**src/rtl/sata_pkg.sv**
```systemverilog
// Shared constants, tuser layout and state encoding for the SATA command FIS builder.
package sata_pkg;

  localparam logic [7:0] FIS_TYPE_REG_H2D = 8'h27;
  localparam logic [7:0] FIS_TYPE_DATA    = 8'h46;
  localparam logic [7:0] ATA_CMD_READ     = 8'h25;
  localparam logic [7:0] ATA_CMD_WRITE    = 8'h35;

  // tuser = {drop, err, keep[3:0], sop, eop}
  localparam int TU_EOP      = 0;
  localparam int TU_SOP      = 1;
  localparam int TU_KEEP_LSB = 2;
  localparam int TU_ERR      = 6;
  localparam int TU_DROP     = 7;

  typedef enum logic [2:0] {
    ST_IDLE = 3'd0,
    ST_CFIS = 3'd1,
    ST_DHDR = 3'd2,
    ST_DATA = 3'd3,
    ST_ACK  = 3'd4
  } fis_state_t;

  function automatic logic [7:0] mk_tuser(input logic sop, input logic eop);
    logic [7:0] u;
    u                    = '0;
    u[TU_DROP]           = 1'b0;
    u[TU_ERR]            = 1'b0;
    u[TU_KEEP_LSB +: 4]  = 4'hF;
    u[TU_SOP]            = sop;
    u[TU_EOP]            = eop;
    return u;
  endfunction

  // Register H2D FIS dword idx for a latched command word
  function automatic logic [31:0] cfis_word(input logic [2:0] idx, input logic wr,
                                            input logic [63:0] cmd);
    case (idx)
      3'd0:    return {8'h00, (wr ? ATA_CMD_WRITE : ATA_CMD_READ), 8'h80, FIS_TYPE_REG_H2D};
      3'd1:    return {8'h40, cmd[23:0]};
      3'd2:    return {8'h00, cmd[47:24]};
      3'd3:    return {16'h0000, cmd[63:48]};
      default: return 32'h0000_0000;
    endcase
  endfunction

endpackage

```
**src/rtl/sata_cmd_fis_if.sv**
```systemverilog
// 32-bit dword stream with 8-bit sideband, shared by the payload input and FIS output.
interface sata_cmd_fis_if;
  logic [31:0] tdata;
  logic [7:0]  tuser;
  logic        tvalid;
  logic        tready;

  modport master (output tdata, output tuser, output tvalid, input  tready);
  modport slave  (input  tdata, input  tuser, input  tvalid, output tready);
endinterface

```
**src/rtl/sata_cmd_fis_stat.sv**
```systemverilog
// Optional activity counters; the module only exists when SATA_CMD_FIS_STAT_EN is defined.
`ifdef SATA_CMD_FIS_STAT_EN
module sata_cmd_fis_stat (
  input  logic        clk,
  input  logic        rst_n,
  input  logic        cmd_done,
  input  logic        dw_beat,
  input  logic        eop_beat,
  output logic [31:0] stat_cmd_cnt,
  output logic [31:0] stat_dw_cnt,
  output logic [31:0] stat_fis_cnt
);

  always_ff @(posedge clk or negedge rst_n) begin
    if (!rst_n) begin
      stat_cmd_cnt <= '0;
      stat_dw_cnt  <= '0;
      stat_fis_cnt <= '0;
    end else begin
      if (cmd_done) stat_cmd_cnt <= stat_cmd_cnt + 32'd1;
      if (dw_beat)  stat_dw_cnt  <= stat_dw_cnt + 32'd1;
      if (eop_beat) stat_fis_cnt <= stat_fis_cnt + 32'd1;
    end
  end

endmodule
`endif

```
**src/rtl/sata_cmd_fis.sv**
```systemverilog
// Turns a 64-bit LBA/count command into a Register H2D FIS plus, for writes, chunked Data FIS.
// Define SATA_CMD_FIS_STAT_EN to add the stat_* counter ports.
//
// state | meaning
// IDLE  | waiting for cmd_req, command latched on accept
// CFIS  | emitting the 5-dword Register H2D FIS from registers
// DHDR  | emitting the single-dword Data FIS header
// DATA  | payload passes through combinationally, chunk/remaining counters run
// ACK   | one-cycle cmd_ack, cmd_req ignored
module sata_cmd_fis
  import sata_pkg::*;
#(
  parameter int MAX_FIS_DW = 2048
) (
  input  logic          clk,
  input  logic          rst_n,
  input  logic [63:0]   cmd_dat,
  input  logic          cmd_wr,
  input  logic          cmd_req,
  output logic          cmd_ack,
  sata_cmd_fis_if.slave  s_axis_sbt,
  sata_cmd_fis_if.master m_axis_fis,
  output logic          busy
`ifdef SATA_CMD_FIS_STAT_EN
  ,
  output logic [31:0]   stat_cmd_cnt,
  output logic [31:0]   stat_dw_cnt,
  output logic [31:0]   stat_fis_cnt
`endif
);

  localparam int CW = $clog2(MAX_FIS_DW + 1);

  fis_state_t     state;
  logic [63:0]    cmd_q;
  logic           wr_q;
  logic [2:0]     idx_q;
  logic [23:0]    rem_q;
  logic [CW-1:0]  chunk_q;
  logic           vld_q;
  logic [31:0]    dat_q;
  logic [7:0]     usr_q;

  logic           in_data;
  logic           m_fire;
  logic           s_fire;
  logic           chunk_last;
  logic           rem_last;
  logic [CW-1:0]  chunk_nxt;
  logic           unused_in_tuser;

  assign in_data    = (state == ST_DATA);
  assign chunk_last = (chunk_q == CW'(1));
  assign rem_last   = (rem_q == 24'd1);
  assign chunk_nxt  = (rem_q > 24'(MAX_FIS_DW)) ? CW'(MAX_FIS_DW) : rem_q[CW-1:0];

  // Payload framing comes only from the dword count, so the input sideband is not consumed.
  assign unused_in_tuser = ^s_axis_sbt.tuser;

  assign m_axis_fis.tvalid = in_data ? s_axis_sbt.tvalid : vld_q;
  assign m_axis_fis.tdata  = in_data ? s_axis_sbt.tdata  : dat_q;
  assign m_axis_fis.tuser  = in_data ? mk_tuser(1'b0, chunk_last) : usr_q;
  assign s_axis_sbt.tready = in_data & m_axis_fis.tready;

  assign m_fire = m_axis_fis.tvalid & m_axis_fis.tready;
  assign s_fire = in_data & s_axis_sbt.tvalid & m_axis_fis.tready;
  assign busy   = (state != ST_IDLE);

  always_ff @(posedge clk or negedge rst_n) begin
    if (!rst_n) begin
      state   <= ST_IDLE;
      cmd_q   <= '0;
      wr_q    <= 1'b0;
      idx_q   <= '0;
      rem_q   <= '0;
      chunk_q <= '0;
      vld_q   <= 1'b0;
      dat_q   <= '0;
      usr_q   <= '0;
      cmd_ack <= 1'b0;
    end else begin
      cmd_ack <= 1'b0;
      case (state)
        ST_IDLE: begin
          if (cmd_req) begin
            cmd_q <= cmd_dat;
            wr_q  <= cmd_wr;
            idx_q <= 3'd0;
            // sectors * 128; a zero count means 65536 sectors
            rem_q <= {(cmd_dat[63:48] == 16'd0), cmd_dat[63:48], 7'd0};
            dat_q <= cfis_word(3'd0, cmd_wr, cmd_dat);
            usr_q <= mk_tuser(1'b1, 1'b0);
            vld_q <= 1'b1;
            state <= ST_CFIS;
          end
        end
        ST_CFIS: begin
          if (m_fire) begin
            if (idx_q == 3'd4) begin
              if (wr_q) begin
                dat_q <= {24'h0, FIS_TYPE_DATA};
                usr_q <= mk_tuser(1'b1, 1'b0);
                state <= ST_DHDR;
              end else begin
                vld_q   <= 1'b0;
                dat_q   <= '0;
                usr_q   <= '0;
                cmd_ack <= 1'b1;
                state   <= ST_ACK;
              end
            end else begin
              idx_q <= idx_q + 3'd1;
              dat_q <= cfis_word(idx_q + 3'd1, wr_q, cmd_q);
              usr_q <= mk_tuser(1'b0, idx_q == 3'd3);
            end
          end
        end
        ST_DHDR: begin
          if (m_fire) begin
            vld_q   <= 1'b0;
            dat_q   <= '0;
            usr_q   <= '0;
            chunk_q <= chunk_nxt;
            state   <= ST_DATA;
          end
        end
        ST_DATA: begin
          if (s_fire) begin
            rem_q   <= rem_q - 24'd1;
            chunk_q <= chunk_q - CW'(1);
            if (chunk_last) begin
              if (rem_last) begin
                cmd_ack <= 1'b1;
                state   <= ST_ACK;
              end else begin
                dat_q <= {24'h0, FIS_TYPE_DATA};
                usr_q <= mk_tuser(1'b1, 1'b0);
                vld_q <= 1'b1;
                state <= ST_DHDR;
              end
            end
          end
        end
        ST_ACK:  state <= ST_IDLE;
        default: state <= ST_IDLE;
      endcase
    end
  end

`ifdef SATA_CMD_FIS_STAT_EN
  sata_cmd_fis_stat u_stat (
    .clk          (clk),
    .rst_n        (rst_n),
    .cmd_done     (cmd_ack),
    .dw_beat      (s_fire),
    .eop_beat     (m_fire & m_axis_fis.tuser[TU_EOP]),
    .stat_cmd_cnt (stat_cmd_cnt),
    .stat_dw_cnt  (stat_dw_cnt),
    .stat_fis_cnt (stat_fis_cnt)
  );
`endif

endmodule

```
**src/flat_wrapper.sv**
```systemverilog
// flat-port wrapper written by rule: the top's interface ports become plain ports
module sata_cmd_fis_flat import sata_pkg::*;
#(
  parameter int MAX_FIS_DW = 2048
)
  (clk, rst_n, cmd_dat, cmd_wr, cmd_req, cmd_ack, busy, s_axis_sbt_tdata, s_axis_sbt_tuser, s_axis_sbt_tvalid, s_axis_sbt_tready, m_axis_fis_tdata, m_axis_fis_tuser, m_axis_fis_tvalid, m_axis_fis_tready);
  sata_cmd_fis_if s_axis_sbt_i ();
  sata_cmd_fis_if m_axis_fis_i ();
  input  logic clk;
  input  logic rst_n;
  input  logic [63:0] cmd_dat;
  input  logic cmd_wr;
  input  logic cmd_req;
  output logic cmd_ack;
  output logic busy;
  input wire logic [$bits(s_axis_sbt_i.tdata)-1:0] s_axis_sbt_tdata;
  input wire logic [$bits(s_axis_sbt_i.tuser)-1:0] s_axis_sbt_tuser;
  input wire logic [$bits(s_axis_sbt_i.tvalid)-1:0] s_axis_sbt_tvalid;
  output wire logic [$bits(s_axis_sbt_i.tready)-1:0] s_axis_sbt_tready;
  output wire logic [$bits(m_axis_fis_i.tdata)-1:0] m_axis_fis_tdata;
  output wire logic [$bits(m_axis_fis_i.tuser)-1:0] m_axis_fis_tuser;
  output wire logic [$bits(m_axis_fis_i.tvalid)-1:0] m_axis_fis_tvalid;
  input wire logic [$bits(m_axis_fis_i.tready)-1:0] m_axis_fis_tready;
  assign s_axis_sbt_i.tdata = s_axis_sbt_tdata;
  assign s_axis_sbt_i.tuser = s_axis_sbt_tuser;
  assign s_axis_sbt_i.tvalid = s_axis_sbt_tvalid;
  assign s_axis_sbt_tready = s_axis_sbt_i.tready;
  assign m_axis_fis_tdata = m_axis_fis_i.tdata;
  assign m_axis_fis_tuser = m_axis_fis_i.tuser;
  assign m_axis_fis_tvalid = m_axis_fis_i.tvalid;
  assign m_axis_fis_i.tready = m_axis_fis_tready;
  sata_cmd_fis #(.MAX_FIS_DW(MAX_FIS_DW)) u_core (.clk(clk), .rst_n(rst_n), .cmd_dat(cmd_dat), .cmd_wr(cmd_wr), .cmd_req(cmd_req), .cmd_ack(cmd_ack), .s_axis_sbt(s_axis_sbt_i), .m_axis_fis(m_axis_fis_i), .busy(busy));
endmodule
```
**config.mk**
```make
export PLATFORM = sky130hd
export DESIGN_NAME = sata_cmd_fis_flat
export DESIGN_NICKNAME = d
export VERILOG_FILES = /design/src/rtl/sata_pkg.sv /design/src/rtl/sata_cmd_fis_if.sv /design/src/rtl/sata_cmd_fis_stat.sv /design/src/rtl/sata_cmd_fis.sv /design/src/flat_wrapper.sv
export SDC_FILE = /design/constraint.sdc
export NUM_CORES = 1
export LEC_CHECK = 0
export ABC_AREA = 1
export BUFFER_PORTS_ARGS = -buffer_cell sky130_fd_sc_hd__buf_2
export CAP_MARGIN = 10
export CORE_MARGIN = 3
export CORE_UTILIZATION = 60
export DETAILED_ROUTE_END_ITERATION = 10
export PLACE_DENSITY_LB_ADDON = 0.2
export SYNTH_ARGS = -nofsm -noshare
export SYNTH_HDL_FRONTEND = slang
export SYNTH_SLANG_ARGS = --single-unit
```
**constraint.sdc**
```tcl
create_clock -name clk -period 3.2 [get_ports clk]
set_input_delay 0.96 -clock clk [delete_from_list [all_inputs] [get_ports clk]]
set_output_delay 0.96 -clock clk [all_outputs]
set_load 0.03 [all_outputs]
```
Word level (Yosys, flattened, before mapping)
Cells that the tools add are included. W data, S select, Z words.

Output and inout bits: 44. Bits of input ports: 110. Register bits after elaboration: 149. Word-level logic and storage cells: 112.

Reduce and logical (&&, ||, !) cells: 15. $lt $le $gt $ge: 1. Equal/unequal tests: 19. Bitwise logic cells: 4. Multiplexer cells: 60. Add/subtract/negate cells: 3.

Operators with widths (number): $mux W32 (8); $pmux W32 S4 (1); $pmux W31 S4 (1); $mux W8 (7); $mux W24 (2); $pmux W24 S2 (1); $mux W12 (3); $mux W3 (11); $pmux W8 S4 (1); $eq A24 B1 Y1 const B (1); $gt A24 B12 Y1 const B (1); $pmux W12 S2 (1); $sub A24 B1 Y24 const B (1); $logic_not A16 Y1 (1); $eq A3 B2 Y1 const B (5); $mux W1 (15); $eq A12 B1 Y1 const B (1); $mux W6 (2); $ne A2 B2 Y1 const B (6); $pmux W3 S4 (1); $sub A12 B1 Y12 const B (1); $mux W5 (2); $reduce_and A9 Y1 (1); $mux W7 (1); other kinds (17) (27).

Logic depth before layout (Yosys ltp)
Gate-level depths: netlist (run 1).

Depth after elaboration: 6. Depth in mapped cells: 12. Mapped depth without buffers: 12.

Worst setup path after synthesis (run 1)
No wires, ideal clock.

Path type: reg-to-output. Start point: register u_core.state[1]. End point: output m_axis_fis_tdata[16]. Stages on the path, launching flop included: 8. Arrival: 1523 ps. Data required time: 2240 ps. Path buffers: 3. Slack: 717 ps. Cells stage by stage: dfrtp_1 -> nand2_2 -> nor2_2 -> buf_4 -> buf_2 -> clkbuf_1 -> nand2_1 -> nand2_1.

Longest elaborated chain between the ends: 2.

RTL lines: start, declared (line sata_cmd_fis.sv:34) `fis_state_t state;`; start signal, assigned (line sata_cmd_fis.sv:71) `state <= ST_IDLE;`; start signal, assigned (line sata_cmd_fis.sv:94) `state <= ST_CFIS;`; start signal, assigned (line sata_cmd_fis.sv:103) `state <= ST_DHDR;`; $eq A3 B2 Y1 (line sata_cmd_fis.sv:52) `assign in_data = (state == ST_DATA);`; $mux W32 (line sata_cmd_fis.sv:61) `assign m_axis_fis.tdata = in_data ? s_axis_sbt.tdata : dat_q;`; end, declared (line flat_wrapper.sv:20) `output wire logic [$bits(m_axis_fis_i.tdata)-1:0] m_axis_fis_tdata;`.

Every way passes these cells.

Worst setup path in the final report (run 1)
Start point: register u_core.state[1]. End point: output m_axis_fis_tdata[9].

The elaborated chain is that of the path after synthesis.

==> flow_metrics.tcl, run 1 <==
set metrics [dict create \
    detail_route.iter0.violations 747 \
    slew_headroom_pct 60.9 \
    cts-hold-fix-buffers 0 \
    fmax_mhz 341 \
    grt_max_degree 62 \
    async_reset_ff_share_pct 100 \
    synth.distinct_cells 38 \
    h-tree-depth 4 \
    synth_flop_cell "sky130_fd_sc_hd__dfrtp_1" \
    crit_fanout 13 \
    final_net_count 1381 \
    worst_pin_slew_ns 0.587 \
    status "completed" \
    layout-area-overhead-vs-synth_pct 17.6 \
    gr-usage-all-layers_pct 28.6 \
    regToRegStartpoint "u_core.state[1]$_DFFE_PN0P_" \
    synth_area_per_cell_sq_um 6.94 \
    row_count 41 \
    diodes 0 \
    portBuffers 143 \
    setup_repair_after_global_routing_missed_its_margin "false" \
    timing.final.crit_share_pct 91.7 \
    postSynthCellCount 1131 \
    hold_violations 0 \
    design.core.area_sq_um 12700 \
    cp_data_required_time_ns 2.24 \
    power.switching_fraction_pct 48.2 \
    critical_path.slowest_cell "sky130_fd_sc_hd__dfrtp_1" \
    fin_skew_ns 0.00593 \
    post-synth-top-area-cell "sky130_fd_sc_hd__dfrtp_1" \
    tritoncts_num_sinks 137 \
    irDropWorstVdd_v 0.000755 \
    cellLeakagePower_nw 4.99 \
    slew_violations 0 \
    floorplan.initialDensity_pct 61.7 \
    avg_vias_per_cell 5.27 \
    drcViolationCount 0 \
    switching_power_w 0.00477 \
    comb_power_share_pct 50.6 \
    ys_seq_area_share_pct 43.7 \
    final.setup.tns_ns 0 \
    setup.worst_path.start_class "register" \
    global_route_overflow 0 \
    detailedRoute.firstPassIterationCount 6 \
    yosys_warnings 0 \
    critical-path-max-stage-delay_ns 0.49 \
    via_count 7616 \
    r2r-end "u_core.dat_q[5]$_DFFE_PN0P_" \
    fp.dieW_um 120 \
    timing_worst_setup_path_type "register to output port" \
    avgRoutedWirePerCell_um 13.9 \
    mappedNetlistArea_sq_um 7850 \
    io-pin-count 154 \
    pwr-share-seq_pct 30.6 \
    maxCapViolations 0 \
    cts_resized 0 \
    intPower_w 0.00511 \
    die-area_sq_um 14500 \
    hold-path-cell-count 2 \
    cts_tree "yes" \
    cts-root-buf "sky130_fd_sc_hd__clkbuf_16" \
    dp_hpwl_um 14400 \
    post_layout_util_pct 72.5 \
    timing.critical_path.arrival_ns 1.97 \
    synth_top_area_share_pct 43.7 \
    hp-class "register to register" \
    min_clock_period_post_route_ns 2.93 \
    post-place-cells 1411 \
    minimum_setup_slack_among_reg_to_reg_paths_ns 0.52 \
    gpl.final_weighted_congestion 0.945 \
    final_layout_size_suffix_gt1_share_pct 16.7 \
    layoutNonFillerInstCount 1444 \
    synth.ff_latch_count 137 \
    cts-buffers-inserted 17 \
    power.clock.fraction_pct 18.9 \
    synth_edf_count 0 \
    drt_wl_total_um 20100 \
    min_delay_worst_endpoint "u_core.dat_q[7]$_DFFE_PN0P_" \
    synth.area.top_cells "sky130_fd_sc_hd__dfrtp_1 44%, sky130_fd_sc_hd__nand2_1 20%, sky130_fd_sc_hd__o21ai_0 6.2%, sky130_fd_sc_hd__inv_1 5.2%, sky130_fd_sc_hd__nor2_1 5.0%" \
    nFillCells 1121 \
    worst_setup_path_end_kind "output port" \
    floorplan.die.height_um 120 \
    reg2regPathDepth 9 \
    grt_antenna_before_repair 0 \
    clockBufferDepth 2 \
    clkLatencyLatePin_ns 0.43 \
    hold_path_startpoint "u_core.dat_q[7]$_DFFE_PN0P_" \
    total_power_divided_by_cell_area_nw_per_um2 1070 \
    crit_path_cell_trace "nand2_2 -> nor2_4 -> buf_4 -> nand2_1 -> nand2_1 -> buf_2" \
    antenna_violation_net_count_after_detailed_routing 0 \
    grt_first_pass_wirelength_um 33300 \
    grt_pass1_vias 7034 \
    cpMostUsedCell "sky130_fd_sc_hd__nand2_1" \
    setup_violations 0 \
    post_cts_buffers 0 \
    path_clk_slew_ns 0.06 \
]
## flip-flops by register name, summed over array words and instances, names as in the netlist
name	cells
u_core.rem_q	24
u_core.wr_q	1
u_core.usr_q	3
u_core.chunk_q	12
u_core.idx_q	3
u_core.vld_q	1
u_core.cmd_q	64
u_core.cmd_ack	1
u_core.state	3
u_core.dat_q	25
## critical path, delay by kind of cell (launching register included)
kind                   cells  cell delay (ns)
buffers and inverters      2             0.45
AND/OR/NAND/NOR            4             0.60
flip-flops                 1             0.49
## synthesized netlist by cell type (9+ instances only)
| cell type | number |
|---|---|
| sky130_fd_sc_hd__nand4_1 | 13 |
| sky130_fd_sc_hd__inv_1 | 109 |
| sky130_fd_sc_hd__clkbuf_1 | 23 |
| sky130_fd_sc_hd__dfrtp_1 | 137 |
| sky130_fd_sc_hd__a21oi_1 | 43 |
| sky130_fd_sc_hd__nor3_1 | 10 |
| sky130_fd_sc_hd__nand2_1 | 427 |
| sky130_fd_sc_hd__ha_1 | 12 |
| sky130_fd_sc_hd__o21ai_0 | 98 |
| sky130_fd_sc_hd__buf_4 | 9 |
| sky130_fd_sc_hd__buf_2 | 15 |
| sky130_fd_sc_hd__nor2_1 | 105 |
| sky130_fd_sc_hd__nand3_1 | 71 |
## stage by stage
step | setup WS, ns | area (sq um) | total power [W] | hold slack (ns)
after detailed placement | 0.594 | 8660 | 0.00792 | 0.458
final | 0.266 | 9230 | 0.00988 | 0.472
after global placement | 0.599 | 8660 | 0.00780 | 0.453
after CTS | 0.140 | 9220 | 0.00985 | 0.474
after global routing | 0.135 | 9230 | 0.0107 | 0.501
after floorplan | 0.717 | 7850 | 0.00677 | 0.434
## placed cells by master, fill, tap and decap left out, types with 3 or more instances in the layout
| cell | synthesis | routed |
|---|---|---|
| sky130_fd_sc_hd__inv_1 | 109 | 108 |
| sky130_fd_sc_hd__a21oi_1 | 43 | 43 |
| sky130_fd_sc_hd__nor3_1 | 10 | 10 |
| sky130_fd_sc_hd__ha_1 | 12 | 12 |
| sky130_fd_sc_hd__inv_2 | 3 | 4 |
| sky130_fd_sc_hd__buf_2 | 15 | 142 |
| sky130_fd_sc_hd__clkinv_4 | 0 | 6 |
| sky130_fd_sc_hd__nand3_1 | 71 | 70 |
| sky130_fd_sc_hd__nand2_1 | 427 | 427 |
| sky130_fd_sc_hd__o22ai_1 | 8 | 8 |
| sky130_fd_sc_hd__o21ai_1 | 6 | 6 |
| sky130_fd_sc_hd__nand2_2 | 5 | 5 |
| sky130_fd_sc_hd__nand3_2 | 3 | 4 |
| sky130_fd_sc_hd__o21ai_0 | 98 | 98 |
| sky130_fd_sc_hd__nor2_1 | 105 | 105 |
| sky130_fd_sc_hd__buf_4 | 9 | 16 |
| sky130_fd_sc_hd__nor2_2 | 3 | 3 |
| sky130_fd_sc_hd__dfrtp_1 | 137 | 137 |
| sky130_fd_sc_hd__xor2_1 | 7 | 7 |
| sky130_fd_sc_hd__nand4_1 | 13 | 13 |
| sky130_fd_sc_hd__clkbuf_16 | 0 | 17 |
## worst max-delay path by stage
stage	start	endpoint	cells after the start
finish	u_core.state[1]$_DFFE_PN0P_	m_axis_fis_tdata[9]	6
global route	u_core.state[1]$_DFFE_PN0P_	m_axis_fis_tdata[8]	6
CTS	u_core.state[1]$_DFFE_PN0P_	m_axis_fis_tdata[0]	6
detailed placement	u_core.state[1]$_DFFE_PN0P_	m_axis_fis_tdata[7]	6
global placement	u_core.state[1]$_DFFE_PN0P_	m_axis_fis_tdata[8]	6
floorplan	u_core.state[1]$_DFFE_PN0P_	m_axis_fis_tdata[16]	7
## logic make-up (layout without fill, tap and decap cells)
family | after synthesis | after routing | synth area share (%)
adder cells (fa/ha/maj) | 12 | 12 | 1.91
other | 1 | 2 | 0.0478
XOR/XNOR | 9 | 9 | 1.00
buffers and inverters | 166 | 305 | 9.01
AO/OA/AOI/OAI | 160 | 160 | 10.5
flip-flops | 137 | 137 | 43.7
AND/OR/NAND/NOR | 646 | 647 | 33.9
## per-layer routing
metal / wire length, um / global-route usage, %
met5: 0 / 0
met4: 388 / 9.35
met3: 1360 / 5.89
met2: 9800 / 46.2
met1: 8580 / 38.8
## area by class of cell
class	instances	area (sq um)	share of cell area (%)
multi-input combinational	830	3730	40.5
sequential	137	3430	37.1
timing repair buffer	160	862	9.34
clock buffer	20	447	4.84
inverter	113	424	4.60
tap	172	215	2.33
clock inverter	12	118	1.27
## power by group through the flow
stage / Combinational, W / Clock, W / Sequential (W)
after CTS: 0.00496 / 0.00188 / 0.00300
after global placement: 0.00479 / 0 / 0.00301
after floorplan: 0.00390 / 0 / 0.00287
final: 0.00500 / 0.00186 / 0.00302
after detailed placement: 0.00490 / 0 / 0.00302
after global routing: 0.00567 / 0.00197 / 0.00310
No activity file was read; power rests on OpenSTA's default activity.
==> run 2, diff against run 1 <==
SYNTH_HIERARCHICAL = 1   (was not set)
==> run 2 against run 1 <==
Net effect:
- clock-buffer cell count is the same
- design area barely moved
- clock power grew 9%
- synthesized cell count decreased by 13%
- highest routed layer unchanged
- first-iteration DRC count decreased by 15%
- largest cell class unchanged
- worst setup slack got worse by 0.065 ns
- clock skew up 0.0036 ns
==> flow_metrics.tcl, run 2 <==
set metrics [dict create \
    worst_setup_path_end_kind "output port" \
    synth_edf_count 0 \
    min_clock_period_post_route_ns 3.00 \
    timing.critical_path.arrival_ns 2.04 \
    layout_top_registers "u_core/cmd_q: 64 flops, u_core/dat_q: 25 flops, u_core/rem_q: 24 flops" \
    clkLatencyLatePin_ns 0.42 \
    avgRoutedWirePerCell_um 15.3 \
    drt_wl_total_um 19900 \
    gpl.final_weighted_congestion 0.907 \
    grt_pass1_vias 6445 \
    via_count 7037 \
    setup_violations 0 \
    final_cell_mix "311 x sky130_fd_sc_hd__nand2_1, 142 x sky130_fd_sc_hd__buf_2, 137 x sky130_fd_sc_hd__dfrtp_1, 100 x sky130_fd_sc_hd__nor2_1, 74 x sky130_fd_sc_hd__inv_1" \
    timing_worst_setup_path_type "register to output port" \
    async_reset_ff_share_pct 100 \
    cpMostUsedCell "sky130_fd_sc_hd__nand2_1" \
    worst_pin_slew_ns 0.747 \
    cts-buffers-inserted 17 \
    cp_data_required_time_ns 2.24 \
    final_layout_size_suffix_gt1_share_pct 26.9 \
    area.sequential_sq_um 3430 \
    preCtsSetupSlack_ns 0.450 \
    reg2regPathDepth 9 \
    dp_hpwl_um 13800 \
    post-synth-top-area-cell "sky130_fd_sc_hd__dfrtp_1" \
    critical-path-top-delay-family "buffers and inverters" \
    cts-root-buf "sky130_fd_sc_hd__clkbuf_16" \
    diodes 0 \
    floorplan.initialDensity_pct 61.6 \
    detail_route.iter0.violations 633 \
    io-pin-count 154 \
    detailedRoute.firstPassIterationCount 6 \
    path_clk_slew_ns 0.06 \
    synth.area.top_cells "sky130_fd_sc_hd__dfrtp_1 44%, sky130_fd_sc_hd__nand2_1 15%, sky130_fd_sc_hd__mux2_2 7.1%, sky130_fd_sc_hd__nor2_1 4.8%, sky130_fd_sc_hd__inv_1 3.6%" \
    hp-class "register to register" \
    design.core.area_sq_um 12700 \
    largest_reg_flops 64 \
    irDropWorstVdd_v 0.000705 \
    yosys_warnings 6 \
    fin_skew_ns 0.00949 \
    min_delay_worst_endpoint "u_core/dat_q[20]$_DFFE_PN0P_" \
    final_design_area_no_fill_sq_um 9240 \
    hold_violations 0 \
    h-tree-depth 4 \
    cellLeakagePower_nw 4.72 \
    fp.dieW_um 120 \
    die-area_sq_um 14400 \
    multi_input_gate_area_sq_um 3830 \
    synth_area_per_cell_sq_um 7.89 \
    slew_violations 0 \
    final.setup.tns_ns 0 \
    setup.worst_path.start_class "register" \
    setup_repair_after_global_routing_missed_its_margin "false" \
    most_flops_register "u_core/cmd_q" \
    clockBufferDepth 2 \
    critical-path-max-stage-delay_ns 0.57 \
    drcViolationCount 0 \
    tritoncts_num_sinks 137 \
    fmax_mhz 334 \
    cts-hold-fix-buffers 0 \
    crit_fanout 51 \
    synth_flop_cell "sky130_fd_sc_hd__dfrtp_1" \
    nFillCells 983 \
    ys_seq_area_share_pct 44.0 \
    row_count 41 \
    grt_first_pass_wirelength_um 31500 \
    slew_headroom_pct 50.2 \
    worstPathBufferInverterCount 3 \
    status "completed" \
    global_route_overflow 0 \
    synth_top_area_share_pct 44.0 \
    mappedNetlistArea_sq_um 7800 \
    crit_path_cell_trace "inv_2 -> nand3_2 -> buf_12 -> nand2_1 -> nand2_1 -> buf_2" \
    r2r-end "u_core/dat_q[3]$_DFFE_PN0P_" \
    hold_path_startpoint "u_core/dat_q[20]$_DFFE_PN0P_" \
    portBuffers 143 \
    critical_path.slowest_cell "sky130_fd_sc_hd__dfrtp_1" \
    synthTopCellsByCount "312 x sky130_fd_sc_hd__nand2_1, 137 x sky130_fd_sc_hd__dfrtp_1, 100 x sky130_fd_sc_hd__nor2_1" \
    cts_tree "yes" \
    floorplan.die.height_um 120 \
    avg_vias_per_cell 5.40 \
    total_power_divided_by_cell_area_nw_per_um2 1170 \
    synth.distinct_cells 41 \
    postSynthCellCount 989 \
    timing.final.crit_share_pct 93.7 \
    yosys.cell_count.top_type "sky130_fd_sc_hd__nand2_1" \
    layout-area-overhead-vs-synth_pct 18.4 \
    post_layout_util_pct 72.9 \
    gr-usage-all-layers_pct 27.8 \
    synth.ff_latch_count 137 \
    post-route-worst-setup-slack_ns 0.202 \
    regToRegStartpoint "u_core/state[0]$_DFFE_PN0P_" \
    hold-path-cell-count 2 \
    grt_antenna_before_repair 0 \
    maxCapViolations 0 \
    grt_max_degree 71 \
    postPlaceCellArea_sq_um 8610 \
    minimum_setup_slack_among_reg_to_reg_paths_ns 0.49 \
    final_net_count 1241 \
    mostFrequentLayoutCell "sky130_fd_sc_hd__nand2_1" \
    antenna_violation_net_count_after_detailed_routing 0 \
]
## run 2: changes by cell type in the layout (fill, tap and decap cells not counted), moves of 16 or more
cell | before | now
sky130_fd_sc_hd__nand2_1 | 427 | 311
sky130_fd_sc_hd__mux2_2 | 0 | 49
sky130_fd_sc_hd__o21ai_0 | 98 | 50
sky130_fd_sc_hd__inv_1 | 108 | 74
sky130_fd_sc_hd__a21oi_1 | 43 | 16
sky130_fd_sc_hd__nand2_2 | 5 | 29
sky130_fd_sc_hd__o21ai_2 | 1 | 22
sky130_fd_sc_hd__nand3_1 | 70 | 54
## run 2: how the worst max path moves through the flow
stage / start / depth (start not counted) / slack (ns) / endpoint
2_1_floorplan: u_core/state[0]$_DFFE_PN0P_ / 6 / 0.69 / m_axis_fis_tuser[3]
3_3_place_gp: u_core/state[0]$_DFFE_PN0P_ / 9 / 0.52 / u_core/dat_q[9]$_DFFE_PN0P_
3_5_place_dp: u_core/state[0]$_DFFE_PN0P_ / 9 / 0.45 / u_core/dat_q[11]$_DFFE_PN0P_
4_1_cts: u_core/state[0]$_DFFE_PN0P_ / 5 / 0.08 / m_axis_fis_tvalid
5_1_grt: u_core/state[2]$_DFFE_PN0P_ / 6 / 0.06 / m_axis_fis_tdata[12]
6_report: u_core/state[2]$_DFFE_PN0P_ / 6 / 0.20 / m_axis_fis_tdata[12]
## run 2: routing by layer
| metal | part of all wire, % | global-route usage (%) | vias up |
|---|---|---|---|
| met3 | 7.2 | 5.75 | 39 |
| met5 | 0 | 0 | - |
| met2 | 46 | 43.0 | 275 |
| li1 | - | - | 3454 |
| met4 | 2.2 | 9.88 | 0 |
| met1 | 44 | 39.0 | 3269 |
## run 2: worst reg2reg max path, cell delays in order, from the launching register on
cell and delay [ns]:
sky130_fd_sc_hd__dfrtp_1 0.44, sky130_fd_sc_hd__nand2_1 0.21, sky130_fd_sc_hd__nor2_4 0.42, sky130_fd_sc_hd__nand3_2 0.22
sky130_fd_sc_hd__nand2_1 0.16, sky130_fd_sc_hd__nand2_2 0.08, sky130_fd_sc_hd__a21oi_4 0.28, sky130_fd_sc_hd__nand2_4 0.47
sky130_fd_sc_hd__nand2_2 0.22, sky130_fd_sc_hd__o21ai_2 0.08
## run 2: cell families after synthesis
kind of cell / Yosys count / synth area share [%]
simple gates: 536 / 29.3
mux: 49 / 7.07
flops: 137 / 44.0
compound gates: 119 / 9.46
xor+xnor: 9 / 1.01
buf+inv: 126 / 7.25
fa+ha+maj: 12 / 1.92
other cells: 1 / 0.0481
## run 2: final cells by class
| type | instances | share of cell area (%) |
|---|---|---|
| Clock buffer | 20 | 4.94 |
| Clock inverter | 12 | 1.76 |
| Inverter | 81 | 3.29 |
| Multi-Input combinational cell | 728 | 41.4 |
| Sequential cell | 137 | 37.1 |
| Tap cell | 172 | 2.33 |
| Timing Repair Buffer | 154 | 9.12 |
## run 2: timing repair
action	4_1_cts	5_1_grt
buffers inserted	0	0
endpoints found under the setup margin	0	1
hold endpoints to repair	0	0
resized for setup	0	1
## run 2: per-stage QoR
step | hold slack (ns) | cells | total power (W)
floorplan | 0.442 | 990 | 0.00750
global placement | 0.460 | 1271 | 0.00853
detailed placement | 0.469 | 1271 | 0.00868
CTS | 0.485 | 1303 | 0.0108
global route | 0.504 | 1304 | 0.0116
finish | 0.480 | 1304 | 0.0108
## run 2: power breakdown
| group | leakage [nW] | switching (W) | internal [W] | total [W] |
|---|---|---|---|---|
| Clock | 0.298 | 0.000754 | 0.00128 | 0.00203 |
| Sequential | 1.69 | 0.000632 | 0.00260 | 0.00323 |
| Combinational | 2.73 | 0.00370 | 0.00189 | 0.00559 |
==> run 3, diff against run 2 <==
CELL_PAD_IN_SITES_DETAIL_PLACEMENT = 0   (was not set)
CELL_PAD_IN_SITES_GLOBAL_PLACEMENT = 1   (was not set)
CORE_UTILIZATION = 44   (was 60)
==> run 3 against run 2 <==
Net effect:
- final cell count grew 4.1%
- total power shrank 2.5%
- sequential power shrank 1%
- critical path type unchanged
- largest cell class unchanged
- largest power group unchanged
- highest routed layer is now met5
==> flow_metrics.tcl, run 3 (synthesized netlist as in run 2, its figures left out) <==
set metrics [dict create \
    hold_path_startpoint "u_core/dat_q[21]$_DFFE_PN0P_" \
    gr-usage-all-layers_pct 21.5 \
    avg_vias_per_cell 4.92 \
    portBuffers 143 \
    layout-area-overhead-vs-synth_pct 18.7 \
    min_clock_period_post_route_ns 2.87 \
    hp-class "register to register" \
    irDropWorstVdd_v 0.000517 \
    timing.critical_path.arrival_ns 1.91 \
    intPower_w 0.00561 \
    slew_headroom_pct 54.8 \
    power.clock.fraction_pct 18.1 \
    crit_fanout 23 \
    hold_violations 0 \
    h-tree-depth 4 \
    power.switching_fraction_pct 46.9 \
    layoutNonFillerInstCount 1357 \
    total_power_divided_by_cell_area_nw_per_um2 1140 \
    cts-buffers-inserted 17 \
    post_cts_buffers 0 \
    multi_input_gate_area_sq_um 3820 \
    worstPathBufferInverterCount 2 \
    worst_pin_slew_ns 0.678 \
    drt_wl_total_um 19800 \
    crit_path_cell_trace "nand2_1 -> nor2_4 -> buf_4 -> nand2_1 -> nand2_1 -> buf_2" \
    post-place-cells 1325 \
    path_clk_slew_ns 0.06 \
    layout_top_registers "u_core/cmd_q: 64 flops, u_core/dat_q: 25 flops, u_core/rem_q: 24 flops" \
    fmax_mhz 349 \
    drcViolationCount 0 \
    clockBufferDepth 2 \
    fp.dieW_um 139 \
    worst_setup_path_end_kind "output port" \
    area.sequential_sq_um 3430 \
    io-pin-count 154 \
    cp_data_required_time_ns 2.24 \
    critical-path-max-stage-delay_ns 0.44 \
    crit_cells 6 \
    detail_route.iter0.violations 321 \
    die-area_sq_um 19400 \
    diodes 0 \
    mostFrequentLayoutCell "sky130_fd_sc_hd__nand2_1" \
    grt_max_degree 84 \
    final.setup.tns_ns 0 \
    avgRoutedWirePerCell_um 14.6 \
    setup.worst_path.start_class "register" \
    maxCapViolations 0 \
    postPlaceCellArea_sq_um 8680 \
    final_design_area_no_fill_sq_um 9260 \
    row_count 48 \
    grt_first_pass_wirelength_um 33600 \
    cts-hold-fix-buffers 0 \
    cts_resized 0 \
    cpMostUsedCell "sky130_fd_sc_hd__nand2_1" \
    gpl.final_weighted_congestion 0.801 \
    pwr-share-seq_pct 30.1 \
    cts-root-buf "sky130_fd_sc_hd__clkbuf_16" \
    status "completed" \
    switching_power_w 0.00496 \
    clkLatencyLatePin_ns 0.43 \
    fin_skew_ns 0.00950 \
    final_cell_mix "311 x sky130_fd_sc_hd__nand2_1, 142 x sky130_fd_sc_hd__buf_2, 137 x sky130_fd_sc_hd__dfrtp_1, 100 x sky130_fd_sc_hd__nor2_1, 74 x sky130_fd_sc_hd__inv_1" \
    global_route_overflow 0 \
    dp_hpwl_um 14300 \
    timing.final.crit_share_pct 89.5 \
    timing_worst_setup_path_type "register to output port" \
    nFillCells 1723 \
    design.core.area_sq_um 17300 \
    worst_setup_path_startpoint "u_core/state[0]$_DFFE_PN0P_" \
    via_count 6673 \
    grt_antenna_before_repair 2 \
    post_layout_util_pct 53.5 \
    detailedRoute.firstPassIterationCount 4 \
    setup_repair_after_global_routing_missed_its_margin "false" \
    final_net_count 1241 \
    grt_pass1_vias 6737 \
    final_layout_size_suffix_gt1_share_pct 27.0 \
    comb_power_share_pct 51.8 \
    cts_tree "yes" \
    floorplan.die.height_um 139 \
    largest_reg_flops 64 \
    regToRegStartpoint "u_core/idx_q[0]$_DFFE_PN0P_" \
    reg2regPathDepth 11 \
    antenna_violation_net_count_after_detailed_routing 0 \
    setup_violations 0 \
    critical-path-top-delay-family "buffers and inverters" \
    floorplan.initialDensity_pct 45.1 \
    tritoncts_num_sinks 137 \
    hold-path-cell-count 2 \
    slew_violations 0 \
    critical_path.slowest_cell "sky130_fd_sc_hd__dfrtp_1" \
    most_flops_register "u_core/cmd_q" \
    cellLeakagePower_nw 4.70 \
]
## run 3: final timing paths
check,endpoint,slack (ns)
worst max-delay path,m_axis_fis_tdata[0],0.33
worst min-delay path,u_core/dat_q[21]$_DFFE_PN0P_,0.47
worst max register to register,u_core/dat_q[1]$_DFFE_PN0P_,0.88
worst min register to register,u_core/dat_q[21]$_DFFE_PN0P_,0.47
max in group asynchronous,u_core/rem_q[22]$_DFFE_PN0P_,1.96
min in group asynchronous,u_core/dat_q[21]$_DFFE_PN0P_,0.54
## run 3: layer usage
layer	GRT usage, %	part of all wire (%)
met5	0	0.12
met2	35.0	47
met4	5.56	1.3
met3	5.10	4.5
met1	29.1	47
## run 3: tightest hold or removal path, delay by kind of cell, from the launching register on
| family | cells | cell delay (ns) |
|---|---|---|
| flops | 1 | 0.34 |
| simple gates | 2 | 0.10 |
## run 3: power groups by stage
stage | combinational (W) | sequential (W) | clock, W
after global placement | 0.00545 | 0.00319 | 0
after global routing | 0.00620 | 0.00331 | 0.00203
final | 0.00548 | 0.00319 | 0.00191
after detailed placement | 0.00552 | 0.00322 | 0
after floorplan | 0.00445 | 0.00305 | 0
after CTS | 0.00555 | 0.00319 | 0.00195
## run 3: metrics by stage
stage               total power, W  hold WS, ns  worst slack [ns]
floorplan                  0.00750        0.442             0.694
global placement           0.00864        0.458             0.707
detailed placement         0.00874        0.459             0.682
CTS                         0.0107        0.475             0.313
global route                0.0115        0.497             0.145
finish                      0.0106        0.475             0.335
## run 3: cell type report
cell class / instances / area share (%)
Inverter: 81 / 3.28
Multi-Input combinational cell: 727 / 41.2
Timing Repair Buffer: 155 / 9.18
Clock inverter: 14 / 1.50
Clock buffer: 18 / 4.74
Sequential cell: 137 / 37.0
Tap cell: 225 / 3.04
